## config.mk

```make
export PLATFORM = sky130hd
export DESIGN_NAME = jk_pattern_detector
export DESIGN_NICKNAME = d
export VERILOG_FILES = /design/src/rtl/jk_pkg.sv /design/src/rtl/jk_ff.sv /design/src/rtl/jk_pattern_detector.sv
export SDC_FILE = /design/constraint.sdc
export NUM_CORES = 1
export LEC_CHECK = 0
export ABC_AREA = 1
export ABC_CLOCK_PERIOD_IN_PS = 3160
export CORE_UTILIZATION = 25
export CTS_CLUSTER_SIZE = 10
export DETAILED_ROUTE_END_ITERATION = 10
export PLACE_DENSITY_LB_ADDON = 0.2
export SETUP_SLACK_MARGIN = 0.15
export SYNTH_ARGS = -nofsm -noshare
export SYNTH_HDL_FRONTEND = slang
export SYNTH_SLANG_ARGS = --single-unit
```

## constraint.sdc

```tcl
create_clock -name CLK -period 3.16 [get_ports CLK]
set_input_delay 0.948 -clock CLK [delete_from_list [all_inputs] [get_ports CLK]]
set_output_delay 0.948 -clock CLK [all_outputs]
set_load 0.02 [all_outputs]
```

## src/rtl/jk_pkg.sv

```systemverilog
// Shared constants and elaboration-time helpers for the JK pattern detector.
// The failure function is only ever evaluated on constants to build the next-state table.
package jk_pkg;

  localparam int MAX_N   = 8;
  localparam int CNT_MAX = 255;

  function automatic int clog2(input int v);
    int r;
    r = 0;
    while ((1 << r) < v) r++;
    return r;
  endfunction

  // Longest proper pattern prefix that ends the stream "first k pattern bits, then x".
  function automatic int fail_next(input logic [MAX_N-1:0] pattern, input int n,
                                   input int k, input logic x);
    int   best;
    int   t;
    logic ok;
    logic sb;
    best = 0;
    for (int j = 1; j <= n; j++) begin
      if (j <= k) begin
        ok = 1'b1;
        for (int i = 0; i < j; i++) begin
          t  = k + 1 - j + i;
          sb = x;
          if (t < k) sb = pattern[n-1-t];
          if (sb != pattern[n-1-i]) ok = 1'b0;
        end
        if (ok) best = j;
      end
    end
    return best;
  endfunction

  function automatic int next_state(input logic [MAX_N-1:0] pattern, input int n,
                                    input bit overlap, input int k, input logic x);
    int r;
    if (k < n)
      r = (x == pattern[n-1-k]) ? k + 1 : fail_next(pattern, n, k, x);
    else if (overlap)
      r = fail_next(pattern, n, n, x);
    else
      r = (x == pattern[n-1]) ? 1 : 0;
    return r;
  endfunction

endpackage

```

## src/rtl/jk_ff.sv

```systemverilog
// JK flip-flop: hold / reset / set / toggle on the rising edge, async clear to 0.
// Latency: one edge; backpressure: none.
module jk_ff (
  input  logic J,
  input  logic K,
  input  logic CLK,
  input  logic RESET_N,
  output logic Q
);

  always_ff @(posedge CLK or negedge RESET_N) begin
    if (!RESET_N) begin
      Q <= 1'b0;
    end else begin
      case ({J, K})
        2'b00:   Q <= Q;
        2'b01:   Q <= 1'b0;
        2'b10:   Q <= 1'b1;
        default: Q <= ~Q;
      endcase
    end
  end

endmodule

```

## src/rtl/jk_pattern_detector.sv

```systemverilog
// Serial N-bit pattern detector (MSB first) on a JK-flop state register, with match counter.
// Latency: F one edge after the last pattern bit; backpressure: none, en=0 freezes everything.
module jk_pattern_detector
  import jk_pkg::*;
#(
  parameter int               N       = 4,
  parameter logic [MAX_N-1:0] PATTERN = 8'b0000_1011,
  parameter bit               OVERLAP = 1'b1,
  parameter int               CNT_W   = clog2(CNT_MAX + 1),
  localparam int              SW      = clog2(N + 1)
) (
  input  logic             CLK,
  input  logic             RESET_N,
  input  logic             x,
  input  logic             en,
  input  logic             clr_cnt,
  output logic             F,
  output logic [SW-1:0]    S,
  output logic [CNT_W-1:0] match_cnt,
  output logic             cnt_sat
);

  if (N < 2 || N > MAX_N) begin : g_bad_n
    $error("jk_pattern_detector: N must be in 2..8");
  end
  if ((PATTERN >> N) != '0) begin : g_bad_pattern
    $error("jk_pattern_detector: PATTERN is wider than N");
  end

  logic [SW-1:0] nxt0 [N+1];
  logic [SW-1:0] nxt1 [N+1];
  logic [SW-1:0] nxt;
  logic [SW-1:0] d;
  logic [SW-1:0] j_in;
  logic [SW-1:0] k_in;
  logic          hit;

  // Whole transition table is constant; only the lookup is real logic.
  for (genvar k = 0; k <= N; k++) begin : g_tbl
    assign nxt0[k] = SW'(next_state(PATTERN, N, OVERLAP, k, 1'b0));
    assign nxt1[k] = SW'(next_state(PATTERN, N, OVERLAP, k, 1'b1));
  end

  always_comb begin
    nxt = '0;
    for (int k = 0; k <= N; k++) begin
      if (S == SW'(k)) nxt = x ? nxt1[k] : nxt0[k];
    end
  end

  assign d    = en ? nxt : S;
  assign j_in = ~S & d;
  assign k_in = S & ~d;

  for (genvar i = 0; i < SW; i++) begin : g_state
    jk_ff u_ff (
      .J       (j_in[i]),
      .K       (k_in[i]),
      .CLK     (CLK),
      .RESET_N (RESET_N),
      .Q       (S[i])
    );
  end

  assign F       = (S == SW'(N));
  assign hit     = en & (nxt == SW'(N));
  assign cnt_sat = &match_cnt;

  always_ff @(posedge CLK or negedge RESET_N) begin
    if (!RESET_N) begin
      match_cnt <= '0;
    end else if (clr_cnt) begin
      match_cnt <= '0;
    end else if (hit && !cnt_sat) begin
      match_cnt <= match_cnt + CNT_W'(1);
    end
  end

endmodule

```

==> metrics.txt, run 1 <==
setup bufs post-CTS=0; post-synthesis sequential area ratio=33.8%; highest routed layer=met4; Die Y=59.0 microns; Multi-input gate area=449 sq um; DR WL/cell=9.66 microns; slowest stage delay, CP=0.59 ns; CP Data Required Time=2.21 ns; Slew @ Worst Pin=0.514 ns; relative slew slack=65.6%; DRC violations left=0; leading post-synthesis cells by cell area=dfrtp_1, nand2_1, ha_1; Yosys reg bits=11; Placement Rows=20; CP startpoint kind=flop; syn nets=123; top cells by count, synth=nand2_1, dfrtp_1, inv_1, nand3_1; total negative slack=0 ns; crit share post-route=86.9%; worst min-delay path category=reg2reg; post_cts resized=0; final wirelength=1670 microns; Via density=4.12; total track usage=11.7%; Peak Freq=0.364 GHz; minimum clock period=2.75 ns; Worst-path clk slew=0.07 ns; layout cells sized above 1=14.0%; IO buf count=17; Unique masters post-synth=21; EDFF count, synth=0; worst vdd ir=0.196 mV; deepest clock path buffer count=2; largest net degree at the start of global routing=12; Slew Viols, Final=0; R2R setup slack=1.66 ns; nets=142; Core Area=0.00308 sq mm; Initial Util=26.4%; cts hold-fix bufs=0; Syn Area/Cell=7.33 sq um; final hold vios=0; number of H-tree levels=1; Final WS setup=0.414 ns; DR iter-0 viols=37; Area Growth Syn to Fin=28.2%; die area=0.00349 sq mm; WL met1=888 microns; crit path cell chain=ha_1 -> nand2_2 -> nor2_4 -> nand2_2 -> inv_1 -> clkdlybuf4s50_1; Slowest-stage cell, CP=clkdlybuf4s50_1; DP HPWL=1270 microns; number of global-route vias before repair=703; RD Place Congestion=0.708; most common cell in the netlist=nand2_1; insertion delay to the later sink of the worst-skew pair=0.27 ns; Final setup viols=0; Place WS=0.662 ns; mapped cell area=813 sq um; Clk Tree Root Cell=clkbuf_4; crit end category=primary output; Fillers=358; initial antenna violation count=0; post-synth top area share=33.8%; Final Skew=0.00438 ns; Seq. cell area=275 sq um; Max Cap Viol=0; Gate Count Post-Synth=111; CTS tree=yes; vias post-DR=713; status=complete, no violations; Pre-Repair DR Iteration Count=4; Ys Warns=0; first-pass GRT wire length=3050 microns; Reg2Reg Depth=8; crit-path max FO=5; grt ovf=0; pwr dens=554 mW/mm^2; WHS Path Cells=2; crit path kind=reg2out; Leak Pwr=0.497 nW; diodes inserted=0; # IOs=18; Die Wd=59.0 microns; Post-DRT Antenna Nets=0; Final Util=33.9%; Synth area leader=dfrtp_1; most used cell, CP=nand2_2; RSZ-0062 raised after global routing=false; worst path arrival time=1.80 ns; met3 wire length=53 microns; met2 WL=717 microns; cts bufs inserted=3; asr flop ratio synth=100%; Sink Count=11; top_reg_cell synth=dfrtp_1
-- placed cells by master, fill, tap and decap left out, drive strengths merged --
| cell | count |
|---|---|
| a21oi | 5 |
| clkbuf | 4 |
| clkdlybuf4s50 | 17 |
| dfrtp | 11 |
| ha | 7 |
| inv | 17 |
| nand2 | 34 |
| nand3 | 9 |
| nand4 | 5 |
| nor2 | 9 |
| nor3 | 3 |
| o21ai | 4 |
| o21bai | 1 |
| or2 | 2 |
| xor2 | 1 |
-- stage by stage --
stage / power [mW] / hold slack [ns] / area [sq um] / std cells
final: 0.578 / 0.552 / 1040 / 173
after floorplan: 0.417 / 0.609 / 813 / 111
after CTS: 0.592 / 0.561 / 1040 / 173
after global routing: 0.645 / 0.623 / 1040 / 173
after global placement: 0.474 / 0.543 / 1020 / 169
after detailed placement: 0.487 / 0.540 / 1020 / 169
-- final timing paths --
check	from	end
setup / recovery	match_cnt[1]	cnt_sat
hold / removal	match_cnt[1]	match_cnt[1]
setup reg to reg	g_state[2].u_ff.Q	g_state[2].u_ff.Q
hold reg to reg	match_cnt[1]	match_cnt[1]
max in group asynchronous	RESET_N	match_cnt[4]
min in group asynchronous	RESET_N	match_cnt[6]
-- flip-flops by register name (all words and copies together), names as in the netlist --
signal	cells
match_cnt	8
g_state.u_ff.Q	3
-- per-layer routing --
metal  vias to the layer above  global-route usage, %
met5                         -                      0
met4                         0                   2.04
met3                         2                   4.59
met2                        14                   18.8
met1                       308                   15.1
li1                        389                      -
-- kinds of logic after synthesis --
family                   count (synthesis)  share of synthesized area, %
AO/OA/AOI/OAI                           10                          6.46
XOR/XNOR                                 1                          1.08
adder cells (fa/ha/maj)                  7                          10.8
buffers and inverters                   20                          10.9
flip-flops                              11                          33.8
AND/OR/NAND/NOR                         62                          36.9
-- cell type report --
class	instances	area share, %
Tap cell	44	5.28
Clock buffer	4	2.52
Inverter	17	6.36
Sequential cell	11	26.4
Timing Repair Buffer	17	16.3
Multi-Input combinational cell	80	43.1
-- where the power goes --
group          switching, mW  internal [mW]  leakage (nW)
clock                 0.0508         0.0488        0.0150
combinational          0.163          0.120         0.336
sequential            0.0309          0.165         0.146
total                  0.245          0.333         0.497
-- critical path: cells and delay by family, from the launching register on --
| kind | cells | cell delay, ns |
|---|---|---|
| DFF | 1 | 0.41 |
| and+or+nand+nor | 3 | 0.27 |
| buffers and inverters | 2 | 0.66 |
| adders and majority gates | 1 | 0.20 |
Note: power is estimated with default switching activity, not from simulation.
==> run 2: changes to the inputs <==
Settings changed: ABC_AREA 1 to not set, ABC_CLOCK_PERIOD_IN_PS 3160 to 2900.
Clock period 3.16 ns to 2.9 ns, I/O delays scaled along.
==> run 2 against run 1 <==
  * The run now ends with design-rule violations left
  * Total power increased by 11%
  * Non-clock buffer count is the same
  * Clock skew decreased by 0.0025 ns
  * Critical path type unchanged
==> metrics.txt, run 2 <==
syn nets=96; CTS tree=yes; first-pass GRT wire length=2840 microns; EDFF count, synth=0; total chip power=0.643 mW; crit-path max FO=5; largest family of logic cells by synthesized area=simple AND/OR/NAND/NOR gates; DR WL/cell=12.5 microns; Syn Area/Cell=8.95 sq um; Unique masters post-synth=28; commonest non-fill, non-tap cell in the layout=clkdlybuf4s50_1; CP Data Required Time=2.03 ns; total negative slack=0 ns; grt ovf=0; Slowest-stage cell, CP=dfrtp_1; leading post-synthesis cells by cell area=dfrtp_1, ha_1, a21oi_1; DRC violations left=2; final wirelength=1650 microns; Ys Warns=0; max reg flops=8; Synth Area in Compound Gates=17.3%; status=finished with violations; simple-gate share of the synthesized area=23.5%; diodes inserted=0; post-synthesis sequential area ratio=36.6%; Via density=5.19; asr flop ratio synth=100%; Core Area=0.00281 sq mm; final hold vios=0; Post-Place Cell Area=935 sq um; top cells by count, synth=dfrtp_1, a21oi_1, ha_1, nor2_1, nor3_1; Pre-Repair DR Iteration Count=7; initial antenna violation count=0; # IOs=18; crit path kind=reg2out; CP startpoint kind=flop; top_reg_cell synth=dfrtp_1; Initial Util=26.8%; insertion delay to the later sink of the worst-skew pair=0.27 ns; Synth area leader=dfrtp_1; worst min-delay path category=reg2reg; Worst-path clk slew=0.07 ns; Placement Rows=19; top flop regs=match_cnt (8), g_state.u_ff.Q (3); post-synth top area share=36.6%; Yosys reg bits=11; most frequent cells in the layout=clkdlybuf4s50_1, dfrtp_1, a21oi_1, ha_1; RSZ-0062 raised after global routing=false; die area=0.00323 sq mm; Clk Tree Root Cell=clkbuf_4; IO buf count=17; post-synthesis mux area share=2.66%; Die Y=56.8 microns; DR iter-0 viols=27; total track usage=11.6%; Peak Freq=0.387 GHz; cts hold-fix bufs=0; post_cts resized=1; crit share post-route=89.1%; violated checks=design-rule violations; worst path arrival time=1.71 ns; most common cell in the netlist=dfrtp_1; Final Cell Area=960 sq um; Slew @ Worst Pin=0.501 ns; setup bufs post-CTS=0; crit end category=primary output; slowest stage delay, CP=0.43 ns; DP HPWL=1280 microns; cts bufs inserted=3; deepest clock path buffer count=2; relative slew slack=66.5%; Largest Register=match_cnt; Post-DRT Antenna Nets=0; Die Wd=56.8 microns; nets=114; number of global-route vias before repair=619; Final setup viols=0; number of H-tree levels=1; vias post-DR=685; pwr dens=670 mW/mm^2; Sink Count=11; Gate Count Post-Synth=84; crit path cell chain=ha_1 -> nand3_1 -> nor2_1 -> dlygate4sd2_1; minimum clock period=2.58 ns; Max Cap Viol=0; Area Growth Syn to Fin=27.6%; Leak Pwr=0.402 nW; layout cells sized above 1=6.93%; Final Skew=0.00185 ns; largest net degree at the start of global routing=12; mapped cell area=752 sq um; RD Place Congestion=0.775; Post-Synth Adder-Cell Area=11.6%; XOR/XNOR share of the synthesized area=2.33%; worst vdd ir=0.424 mV; Slew Viols, Final=0
run 2: report_power, final:
| part | leakage, nW | switching, mW | internal [mW] |
|---|---|---|---|
| logic | 0.241 | 0.169 | 0.146 |
| registers | 0.146 | 0.0447 | 0.179 |
| clock network | 0.0150 | 0.0508 | 0.0532 |
| total | 0.402 | 0.264 | 0.379 |
run 2: worst max-delay path, delay by kind of cell (launching register included):
family	cells	cell delay, ns
buffers and inverters	1	0.37
DFF	1	0.43
adders and majority gates	1	0.25
and+or+nand+nor	2	0.40
run 2: logic make-up after synthesis:
logic type	count (synthesis)
and+or+nand+nor	32
AOI/OAI and AO/OA	21
DFF	11
buffers and inverters	9
adders and majority gates	7
xor gates and xnor gates	2
muxes	2
run 2: area by class of cell:
| class | instances | area, sq um |
|---|---|---|
| Tap cell | 31 | 38.8 |
| Clock buffer | 4 | 26.3 |
| Sequential cell | 11 | 275 |
| Multi-Input combinational cell | 64 | 432 |
| Inverter | 5 | 18.8 |
| Timing Repair Buffer | 17 | 169 |
| Fill cell | 295 | 1850 |
run 2: layer usage:
| layer | GRT usage, % | vias up | part of all wire [%] |
|---|---|---|---|
| met5 | 0 | - | 0 |
| met4 | 3.14 | 0 | 0.85 |
| met1 | 16.0 | 327 | 47 |
| met3 | 3.46 | 2 | 4.2 |
| li1 | - | 340 | - |
| met2 | 17.5 | 16 | 48 |
run 2: final timing paths:
check                                   from                end  slack (ns)  depth (start not counted)
setup / recovery                match_cnt[0]            cnt_sat        0.32                          4
hold / removal                  match_cnt[6]       match_cnt[6]        0.58                          2
setup reg to reg           g_state[1].u_ff.Q  g_state[1].u_ff.Q        1.17                          7
hold reg to reg                 match_cnt[6]       match_cnt[6]        0.58                          2
max in group asynchronous            RESET_N       match_cnt[2]        1.63                          1
min in group asynchronous            RESET_N       match_cnt[4]        0.93                          1
run 2: per-stage QoR:
step | std cells | worst slack [ns] | utilization [%] | hold WS (ns)
after floorplan | 84 | 0.787 | - | 0.574
after global placement | 128 | 0.291 | 33.3 | 0.564
after detailed placement | 128 | 0.292 | 33.3 | 0.578
after CTS | 132 | 0.310 | 34.2 | 0.588
after global routing | 132 | 0.201 | 34.2 | 0.628
final | 132 | 0.317 | 34.2 | 0.579
